==> config.mk <==
export PLATFORM = sky130hd
export DESIGN_NAME = decode_stage
export DESIGN_NICKNAME = d
export VERILOG_FILES = /design/src/rtl/decode_stage.sv
export SDC_FILE = /design/constraint.sdc
export NUM_CORES = 1
export LEC_CHECK = 0
export CAP_MARGIN = 20
export CELL_PAD_IN_SITES_DETAIL_PLACEMENT = 0
export CELL_PAD_IN_SITES_GLOBAL_PLACEMENT = 1
export CORE_UTILIZATION = 28
export CTS_CLUSTER_DIAMETER = 120
export DETAILED_ROUTE_END_ITERATION = 10
export PLACE_DENSITY = 0.72
export SYNTH_ARGS = -nofsm -noshare
export SYNTH_HDL_FRONTEND = slang
export SYNTH_SLANG_ARGS = --single-unit
==> constraint.sdc <==
create_clock -name clk -period 5.3 [get_ports clk]
set_clock_uncertainty 0.05 [all_clocks]
set_input_delay 0.795 -clock clk [delete_from_list [all_inputs] [get_ports clk]]
set_output_delay 0.795 -clock clk [all_outputs]
set_load 0.02 [all_outputs]
==> src/rtl/decode_stage.sv <==
// RV32I decode stage: combinational decode of the fetched word into a
// valid/ready pipeline register with flush and an illegal-instruction counter.
module decode_stage #(
    parameter int XLEN     = 32,
    parameter bit ENABLE_M = 1'b0,
    parameter int CNT_W    = 16
) (
    input  logic             clk,
    input  logic             rst,
    input  logic             in_valid,
    output logic             in_ready,
    input  logic [31:0]      in_instr,
    input  logic [XLEN-1:0]  in_pc,
    input  logic             flush,
    output logic             out_valid,
    input  logic             out_ready,
    output logic [XLEN-1:0]  out_pc,
    output logic [6:0]       out_opcode,
    output logic [2:0]       out_f3,
    output logic [4:0]       out_rd,
    output logic [4:0]       out_rs1,
    output logic [4:0]       out_rs2,
    output logic [XLEN-1:0]  out_imm,
    output logic [4:0]       out_alu_code,
    output logic             out_rf_we,
    output logic             out_mem_re,
    output logic             out_mem_we,
    output logic             out_illegal,
    output logic [CNT_W-1:0] illegal_count
);

    localparam logic [6:0] OP_LUI    = 7'b0110111;
    localparam logic [6:0] OP_AUIPC  = 7'b0010111;
    localparam logic [6:0] OP_JAL    = 7'b1101111;
    localparam logic [6:0] OP_JALR   = 7'b1100111;
    localparam logic [6:0] OP_BRANCH = 7'b1100011;
    localparam logic [6:0] OP_LOAD   = 7'b0000011;
    localparam logic [6:0] OP_STORE  = 7'b0100011;
    localparam logic [6:0] OP_OPIMM  = 7'b0010011;
    localparam logic [6:0] OP_OP     = 7'b0110011;

    localparam logic [6:0] F7_BASE = 7'b0000000;
    localparam logic [6:0] F7_ALT  = 7'b0100000;
    localparam logic [6:0] F7_MUL  = 7'b0000001;

    typedef struct packed {
        logic [XLEN-1:0] pc;
        logic [6:0]      opcode;
        logic [2:0]      f3;
        logic [4:0]      rd;
        logic [4:0]      rs1;
        logic [4:0]      rs2;
        logic [XLEN-1:0] imm;
        logic [4:0]      alu_code;
        logic            rf_we;
        logic            mem_re;
        logic            mem_we;
        logic            illegal;
    } payload_t;

    payload_t dec;
    payload_t pay_d, pay_q;
    logic valid_d, valid_q;
    logic [CNT_W-1:0] cnt_d, cnt_q;
    logic accept;

    logic [6:0] opc;
    logic [2:0] f3;
    logic [6:0] f7;
    logic [31:0] imm_i, imm_s, imm_b, imm_u, imm_j, imm32;
    logic is_lui, is_auipc, is_jal, is_jalr, is_br;
    logic is_ld, is_st, is_opi, is_op;
    logic bad, writes;

    assign opc = in_instr[6:0];
    assign f3  = in_instr[14:12];
    assign f7  = in_instr[31:25];

    assign imm_i = {{20{in_instr[31]}}, in_instr[31:20]};
    assign imm_s = {{20{in_instr[31]}}, in_instr[31:25], in_instr[11:7]};
    assign imm_b = {{20{in_instr[31]}}, in_instr[7], in_instr[30:25],
                    in_instr[11:8], 1'b0};
    assign imm_u = {in_instr[31:12], 12'b0};
    assign imm_j = {{12{in_instr[31]}}, in_instr[19:12], in_instr[20],
                    in_instr[30:21], 1'b0};

    assign is_lui   = (opc == OP_LUI);
    assign is_auipc = (opc == OP_AUIPC);
    assign is_jal   = (opc == OP_JAL);
    assign is_jalr  = (opc == OP_JALR);
    assign is_br    = (opc == OP_BRANCH);
    assign is_ld    = (opc == OP_LOAD);
    assign is_st    = (opc == OP_STORE);
    assign is_opi   = (opc == OP_OPIMM);
    assign is_op    = (opc == OP_OP);

    always_comb begin
        imm32 = 32'b0;
        bad   = 1'b0;
        unique case (1'b1)
            is_lui, is_auipc: imm32 = imm_u;
            is_jal:           imm32 = imm_j;
            is_jalr: begin
                imm32 = imm_i;
                bad   = (f3 != 3'b000);
            end
            is_br: begin
                imm32 = imm_b;
                bad   = (f3 == 3'b010) || (f3 == 3'b011);
            end
            is_ld: begin
                imm32 = imm_i;
                bad   = (f3 == 3'b011) || (f3 == 3'b110) || (f3 == 3'b111);
            end
            is_st: begin
                imm32 = imm_s;
                bad   = (f3 >= 3'b011);
            end
            is_opi: begin
                imm32 = imm_i;
                if (f3 == 3'b001)
                    bad = (f7 != F7_BASE);
                else if (f3 == 3'b101)
                    bad = (f7 != F7_BASE) && (f7 != F7_ALT);
            end
            is_op: begin
                if (f7 == F7_ALT)
                    bad = (f3 != 3'b000) && (f3 != 3'b101);
                else if (f7 == F7_MUL)
                    bad = !ENABLE_M;
                else
                    bad = (f7 != F7_BASE);
            end
            default: bad = 1'b1;
        endcase
    end

    assign writes = is_lui | is_auipc | is_jal | is_jalr
                  | is_ld | is_opi | is_op;

    always_comb begin
        dec          = '0;
        dec.pc       = in_pc;
        dec.opcode   = opc;
        dec.f3       = f3;
        dec.rd       = in_instr[11:7];
        dec.rs1      = in_instr[19:15];
        dec.rs2      = in_instr[24:20];
        dec.imm      = XLEN'($signed(imm32));
        dec.illegal  = bad;
        dec.rf_we    = writes && (in_instr[11:7] != 5'd0) && !bad;
        dec.mem_re   = is_ld && !bad;
        dec.mem_we   = is_st && !bad;
        dec.alu_code = 5'b00000;
        if (is_br)
            dec.alu_code = 5'b01000;
        else if (is_op)
            dec.alu_code = {f7 == F7_MUL, in_instr[30], f3};
        else if (is_opi)
            dec.alu_code = {1'b0, (f3 == 3'b101) && in_instr[30], f3};
    end

    assign in_ready = !valid_q || out_ready;
    assign accept   = in_valid && in_ready && !flush;

    always_comb begin
        pay_d   = pay_q;
        valid_d = valid_q;
        cnt_d   = cnt_q;
        if (flush) begin
            valid_d = 1'b0;
        end else if (accept) begin
            valid_d = 1'b1;
            pay_d   = dec;
        end else if (out_ready) begin
            valid_d = 1'b0;
        end
        // Saturate rather than wrap so a long illegal storm stays visible.
        if (accept && dec.illegal && (cnt_q != {CNT_W{1'b1}}))
            cnt_d = cnt_q + 1'b1;
    end

    always_ff @(posedge clk) begin
        if (rst) begin
            pay_q   <= '0;
            valid_q <= 1'b0;
            cnt_q   <= '0;
        end else begin
            pay_q   <= pay_d;
            valid_q <= valid_d;
            cnt_q   <= cnt_d;
        end
    end

    assign out_valid     = valid_q;
    assign out_pc        = pay_q.pc;
    assign out_opcode    = pay_q.opcode;
    assign out_f3        = pay_q.f3;
    assign out_rd        = pay_q.rd;
    assign out_rs1       = pay_q.rs1;
    assign out_rs2       = pay_q.rs2;
    assign out_imm       = pay_q.imm;
    assign out_alu_code  = pay_q.alu_code;
    assign out_rf_we     = pay_q.rf_we;
    assign out_mem_re    = pay_q.mem_re;
    assign out_mem_we    = pay_q.mem_we;
    assign out_illegal   = pay_q.illegal;
    assign illegal_count = cnt_q;

endmodule

### Yosys cells after proc, flatten, opt, wreduce, memory -nomap -nowiden

Index checks and enable logic that the tools add are counted.

* $add $sub $neg: 1
* order comparisons: 1
* equality and inequality tests: 20
* mux-type cells: 11
* bitwise operators: 7
* reduce and logical (&&, ||, !) cells: 27

Operator list (count)
* 32-bit case mux with 5 select lines: 1
* 7-bit by 6-bit == test with 1-bit output, second input constant: 4
* 7-bit == test, second input constant: 3
* 16-bit by 1-bit adder with 16-bit output, second input constant: 1
* 16-bit inequality test, second input constant: 1
* 7-bit by 5-bit == test with 1-bit output, second input constant: 2
* 1-bit logical AND: 11
* 5-bit two-way mux: 2
* 3-bit == test, second input constant: 3
* 7-bit by 1-bit == test with 1-bit output, second input constant: 1
* 7-bit by 2-bit == test with 1-bit output, second input constant: 1
* 7-bit by 6-bit inequality test with 1-bit output, second input constant: 1
* 1-bit case mux with 7 select lines: 1
* 7-bit nonzero test: 1
* 3-bit by 2-bit == test with 1-bit output, second input constant: 2
* 1-bit two-way mux: 6
* 1-bit OR: 6
* 3-bit OR reduction: 2
* 5-bit nonzero test: 1
* 1-bit logical OR: 4
* 4-bit two-way mux: 1
* 2-bit OR reduction: 2
* 3-bit by 1-bit == test with 1-bit output, second input constant: 1
* 3-bit by 2-bit >= comparator with 1-bit output, second input constant: 1
* other kinds (6): 8

* flip-flop bits (word level): 115
* input bits: 69
* output and inout bits: 116
* logic and storage cells: 81

### Longest topological paths before layout

Gate-level depths: netlist of run 1.

* depth in word-level cells: 9
* mapped depth: 9
* depth with buffers taken out: 7

### Worst setup path before layout of run 1

No wires, ideal clock.

* kind: input to register
* start: in in_instr[13]
* end: reg cnt_q[10], in the netlist illegal_count[10]
* setup time: 0.123 ns
* arrival time: 2.432 ns
* required time: 5.127 ns
* setup slack: 2.695 ns
* stages on the path: 8
* path buffers: 2
* cell sequence: buf_4 > and3b_1 > o311ai_2 > o211ai_1 > and4_4 > buf_6 > nor4_1 > mux2_1

* longest elaborated chain between the ends: 6
* elaborated cells on any way between the ends: 19

Ends and longest elaborated chain
* start: declaration: line 12 `input logic [31:0] in_instr,`
* 3-bit == test (tied with other cells): line 123 `else if (f3 == 3'b101)`
* 1-bit two-way mux (tied with other cells): line 123
* 1-bit two-way mux (tied with other cells): line 121 `if (f3 == 3'b001)`
* 1-bit case mux with 7 select lines *: line 100 `unique case (1'b1)`
* 1-bit logical AND * (2 in a row): line 179 `if (accept && dec.illegal && (cnt_q != {CNT_W{1'b1}}))`
* end signal: assignment: line 191 `cnt_q <= cnt_d;`
* end: declaration: line 64 `logic [CNT_W-1:0] cnt_d, cnt_q;`

Every way passes the cells marked *; elsewhere a longest branch is shown, timed or not.
A chain may end at the register's enable or synchronous reset.

### Worst setup path in the final report of run 1

* start: in in_instr[6]
* end: reg pay_q, in the netlist out_imm[20]

* longest elaborated chain between the ends: 3
* elaborated cells on any way between the ends: 11

Ends and longest elaborated chain
* 7-bit == test (tied with other cells): line 90 `assign is_jalr = (opc == OP_JALR);`
* 3-bit OR reduction (no source line) or 2-bit OR reduction (tied branches)
* 32-bit case mux with 5 select lines *: line 100
* end signal: assignment: line 189 `pay_q <= pay_d;`
* end: declaration: line 62 `payload_t pay_d, pay_q;`

Marks and branches as above.

==> results.json, run 1 <==
{
  "status": "complete, no violations",
  "port_buffers": 184,
  "io_pins": 185,
  "antenna_found_initial": 0,
  "timing.max_cap.violations": 0,
  "drt_iter0_drc": 316,
  "end_kind": "flop",
  "post_cts_buffers": 0,
  "grt_use_total_pct": 18.40,
  "via_per_inst": 4.985,
  "yosys_register_bits": 115,
  "cts-root-buf": "clkbuf_16",
  "drive_gt1_share_pct": 6.341,
  "period_needed_ns": 3.443,
  "avgSynthCellArea_um2": 8.198,
  "stdcell_area_um2": 7269,
  "worst_slew_pin_slew_ns": 0.9751,
  "path_clk_slew_ns": 0.05,
  "irDropWorstVdd_v": 0.0002127,
  "final_common_cell": "clkdlybuf4s50_1",
  "crit_fanout": 16,
  "power-per-cell-area_nw_per_um2": 304.4,
  "async_flop_share_pct": 0,
  "final_cell_mix": "clkdlybuf4s50_1 (183), nand2_1 (143), dfxtp_1 (115)",
  "cts_buffer_depth": 2,
  "synthCells": 576,
  "cts_max_level": 4,
  "slew_violations": 0,
  "place_inst": 943,
  "nets": 815,
  "drt_first_pass_iters": 4,
  "area_growth_pct": 53.95,
  "required_ns": 5.60,
  "relSlewSlack_pct": 34.82,
  "antenna_cells": 0,
  "dieArea_um2": 17390,
  "die-height_um": 131.9,
  "hold_path.class": "reg2reg",
  "final_util_pct": 43.99,
  "grt_max_degree": 105,
  "fmax_ghz": 0.2905,
  "routed_wirelength_um": 15650,
  "vias": 4870,
  "arrival_ns": 3.75,
  "hold_buffers": 0,
  "grt_pass1_vias": 4717,
  "placementRows": 47,
  "n_fill_cell": 1638,
  "drc_errors": 0,
  "dieWidth_um": 131.9,
  "rsz0062_at_grt": "no",
  "tns_ns": 0,
  "ant_nets": 0,
  "cts_tree": "yes",
  "p_leak_uw": 0.002516,
  "cts_resized": 0,
  "finalNonFillerCells": 977,
  "start_util_pct": 28.58,
  "synth_edf_count": 0,
  "grt_pass1_wl_um": 25110,
  "netlist_area_um2": 4722,
  "finalCritPeriodShare_pct": 64.96,
  "yosysSeqAreaShare_pct": 48.75,
  "yosysUniqueCellTypes": 53,
  "cts.sinks": 115,
  "start_kind": "input port",
  "synth_nets": 646,
  "ys_warn_count": 0,
  "finalSetupViolations": 0,
  "grt_overflow_total": 0,
  "hold_viol_final": 0,
  "dpl_cell_area_um2": 6689,
  "place.gp.congestion": 0.8417,
  "numCtsBuffers": 17,
  "hpwl_um": 10800,
  "coreArea_um2": 16520,
  "synth-main-ff-cell": "dfxtp_1",
  "path_class": "in2reg",
  "clock_latency_ns": 0.42,
  "wl_per_cell_um": 16.02
}
==> final cells by class <==
cell class	count	area, um^2	share of cell area (%)
Sequential cell	115	2302	31.67
Multi-Input combinational cell	416	2231	30.69
Timing Repair Buffer	190	1899	26.13
Clock buffer	19	452.9	6.231
Tap cell	220	275.3	3.787
Clock inverter	12	90.09	1.239
Inverter	5	18.77	0.2582
==> critical path, stage by stage <==
cell and delay, ns:
clkdlybuf4s50_1 0.71, or4_1 0.63, a21oi_1 0.37, nor2_1 0.17, nor4b_2 0.84, a221o_1 0.22
==> sequential cells by signal, summed over array words and instances (netlist names) <==
name	count
out_rs1	5
out_illegal	1
out_alu_code	5
out_valid	1
out_mem_re	1
out_rs2	5
out_imm	32
out_mem_we	1
out_pc	32
out_opcode	7
illegal_count	16
out_f3	3
out_rf_we	1
out_rd	5
==> layer usage <==
metal	track usage, %	part of all wire, %	wire length, um	up-vias
met4	7.558	2.5	388	0
met5	0	0	0	-
met2	29.95	47	7422	172
met1	21.93	43	6661	2309
met3	6.613	7.5	1178	28
li1	-	-	-	2361
==> cells by family (layout without fill, tap and decap cells) <==
family	count (synthesis)	in the layout	synth area share, %
AND/OR/NAND/NOR	262	262	26.10
AO/OA/AOI/OAI	146	146	19.13
flip-flops	115	115	48.75
buffers and inverters	45	226	4.107
multiplexers	7	7	1.643
adder cells (fa/ha/maj)	1	1	0.2649
==> final timing paths <==
kind	from	endpoint	cells after the start	slack, ns
worst max-delay path	in_instr[6]	out_imm[20]	6	1.86
worst min-delay path	out_imm[14]	out_imm[14]	2	0.40
worst max register to register	out_valid	out_imm[7]	7	2.60
worst min register to register	out_imm[14]	out_imm[14]	2	0.40
==> stage by stage <==
step                      total power [uW]  hold slack (ns)  setup slack, ns
after CTS                             2239           0.4032            1.930
after detailed placement              1178           0.3956            1.498
after global routing                  2302           0.4162            1.717
after floorplan                       1040           0.4752            2.695
final                                 2212           0.3999            1.857
after global placement                1174           0.3878            1.652
==> power breakdown <==
part | leakage [uW] | internal, uW | switching (uW)
Combinational | 0.00131 | 116 | 140
Sequential | 0.000934 | 891 | 13.3
Clock | 0.000273 | 656 | 396
Total | 0.00252 | 1660 | 549
==> Yosys cell counts (all sizes together) (2+ instances only) <==
master | n | share of area (%)
a211oi | 3 | 0.48
a21oi | 85 | 9.0
a221o | 11 | 2.3
a221oi | 4 | 0.74
a22oi | 6 | 0.95
a311oi | 3 | 0.56
a31oi | 2 | 0.26
and2 | 4 | 0.53
and3 | 7 | 0.93
and4 | 2 | 0.42
buf | 13 | 1.6
clkbuf | 27 | 2.1
dfxtp | 115 | 49
inv | 5 | 0.40
mux2 | 6 | 1.4
nand2 | 143 | 11
nand2b | 4 | 0.53
nand3 | 13 | 1.4
nand4 | 4 | 0.53
nand4b | 2 | 0.37
nor2 | 34 | 2.7
nor2b | 10 | 1.3
nor3 | 15 | 1.8
nor3b | 3 | 0.48
nor4 | 5 | 0.79
nor4b | 2 | 0.64
o211ai | 2 | 0.32
o21ai | 15 | 1.6
o31ai | 7 | 1.1
or4 | 8 | 1.3
Power figures use the tool's default switching activity.
==> run 2, diff against run 1 <==
==> constraint.sdc (replaced) <==
create_clock -name clk -period 3.6 [get_ports clk]
set_clock_uncertainty 0.05 [all_clocks]
set_input_delay 0.54 -clock clk [delete_from_list [all_inputs] [get_ports clk]]
set_output_delay 0.54 -clock clk [all_outputs]
set_load 0.02 [all_outputs]
==> results.json, run 2 (same netlist as run 1, synthesis figures left out) <==
{
  "tns_ns": 0,
  "wl_per_cell_um": 16.11,
  "crit_slowest_cell": "clkdlybuf4s50_1",
  "timing.max_cap.violations": 0,
  "whs_ns": 0.4015,
  "irDropWorstVdd_v": 0.0002930,
  "cts_resized": 0,
  "numCtsBuffers": 17,
  "min_path_cells": 2,
  "placementRows": 47,
  "hpwl_um": 11450,
  "post_cts_buffers": 0,
  "dieArea_um2": 17390,
  "start_util_pct": 28.58,
  "via_per_inst": 4.927,
  "cts-root-buf": "clkbuf_16",
  "io_pins": 185,
  "drt_first_pass_iters": 5,
  "grt_pass1_wl_um": 25470,
  "cts_tree": "yes",
  "dieWidth_um": 131.9,
  "dpl_cell_area_um2": 6771,
  "hold_buffers": 0,
  "clock_latency_ns": 0.41,
  "crit_fanout": 24,
  "port_buffers": 184,
  "worst_slew_pin_slew_ns": 0.7038,
  "rsz0062_at_grt": "no",
  "grt_use_total_pct": 18.64,
  "cts_max_level": 4,
  "place_inst": 954,
  "coreArea_um2": 16520,
  "crit-reg2reg-capture": "illegal_count[15]",
  "final_common_cell": "clkdlybuf4s50_1",
  "final_cell_mix": "clkdlybuf4s50_1 (183), nand2_1 (143), dfxtp_1 (115)",
  "cts.sinks": 115,
  "finalCritPeriodShare_pct": 77.29,
  "die-height_um": 131.9,
  "end_kind": "flop",
  "gr-usage-met2_pct": 30.81,
  "rrSetupSlack_ns": 1.38,
  "grt-busiest-layer": "met2",
  "drc_errors": 0,
  "routed_wirelength_um": 15900,
  "fmax_ghz": 0.3594,
  "reg2reg_from": "illegal_count[3]",
  "n_fill_cell": 1654,
  "cts_buffer_depth": 2,
  "drt_iter0_drc": 289,
  "finalNonFillerCells": 987,
  "crit_chain": "clkdlybuf4s50_1, nor3_4, and3_1, o211ai_1, and4_4, nor4_1, mux2_1",
  "status": "complete, no violations",
  "period_needed_ns": 2.782,
  "arrival_ns": 3.02,
  "rr_worst_depth": 6,
  "path_clk_slew_ns": 0.05,
  "hold_viol_final": 0,
  "drive_gt1_share_pct": 7.562,
  "antenna_cells": 0,
  "grt_pass1_vias": 4751,
  "grt_max_degree": 67,
  "start_kind": "input port",
  "cp_slowest_stage_delay_ns": 0.69,
  "path_class": "in2reg",
  "grt_overflow_total": 0,
  "finalSetupViolations": 0,
  "grt_util_met3_pct": 6.728,
  "p_leak_uw": 0.002550,
  "relSlewSlack_pct": 53.08,
  "vias": 4863,
  "slew_violations": 0,
  "area_growth_pct": 55.51,
  "place.gp.congestion": 0.8197,
  "hold_path.class": "reg2reg",
  "antenna_found_initial": 0,
  "nets": 824,
  "power-per-cell-area_nw_per_um2": 448.1,
  "ant_nets": 0,
  "stdcell_area_um2": 7343,
  "worstHoldEndpoint": "out_pc[3]",
  "grt_use_met1_pct": 22.66,
  "min_from": "out_pc[3]",
  "required_ns": 3.84
}
[run 2: changes by cell type in the layout (fill, tap and decap cells not counted)]
cell	previous run	this run
clkbuf_4	0	1
buf_4	4	15
clkinv_2	9	5
clkinv_4	0	3
buf_16	1	0
buf_2	2	0
clkinvlp_4	2	4
[run 2: how the worst max path moves through the flow]
stage / cells past startpoint / start / to / slack [ns]
3_5_place_dp: 7 / in_instr[2] / illegal_count[10] / 0.44
2_1_floorplan: 8 / in_instr[13] / illegal_count[10] / 1.25
5_1_grt: 7 / in_instr[2] / illegal_count[10] / 0.65
3_3_place_gp: 7 / in_instr[2] / illegal_count[6] / 0.48
6_report: 7 / in_instr[2] / illegal_count[10] / 0.82
4_1_cts: 7 / in_instr[2] / illegal_count[10] / 0.87
[run 2: worst max-delay path: cells and delay by family]
kind                   cells  cell delay [ns]
and+or+nand+nor            4             1.30
muxes                      1             0.35
AOI/OAI and AO/OA          1             0.13
buffers and inverters      1             0.69
[run 2: per-layer routing]
metal	wire length, um	up-vias
met5	0	-
met4	141	0
met3	1023	11
met2	7794	145
met1	6942	2318
li1	-	2389
[run 2: area by class of cell]
class	count	area, um^2	share of cell area [%]
repair buffers	199	1952	26.58
multi-input cells	416	2231	30.38
inverters	5	18.77	0.2556
well taps	220	275.3	3.749
flip-flops and latches	115	2302	31.35
clock inverters	13	111.4	1.516
clock buffers	19	452.9	6.168
[run 2: per-stage QoR]
stage,utilization [%],setup WS [ns],total power (uW)
2_1_floorplan,-,1.250,1531
3_3_place_gp,40.98,0.4774,1738
3_5_place_dp,40.98,0.4354,1742
4_1_cts,44.39,0.8701,3343
5_1_grt,44.44,0.6485,3434
6_report,44.44,0.8177,3290
[run 2: power breakdown]
part	internal, uW	leakage (uW)	switching, uW
sequential	1310	0.000934	19.3
combinational	174	0.00134	209
clock	979	0.000270	598
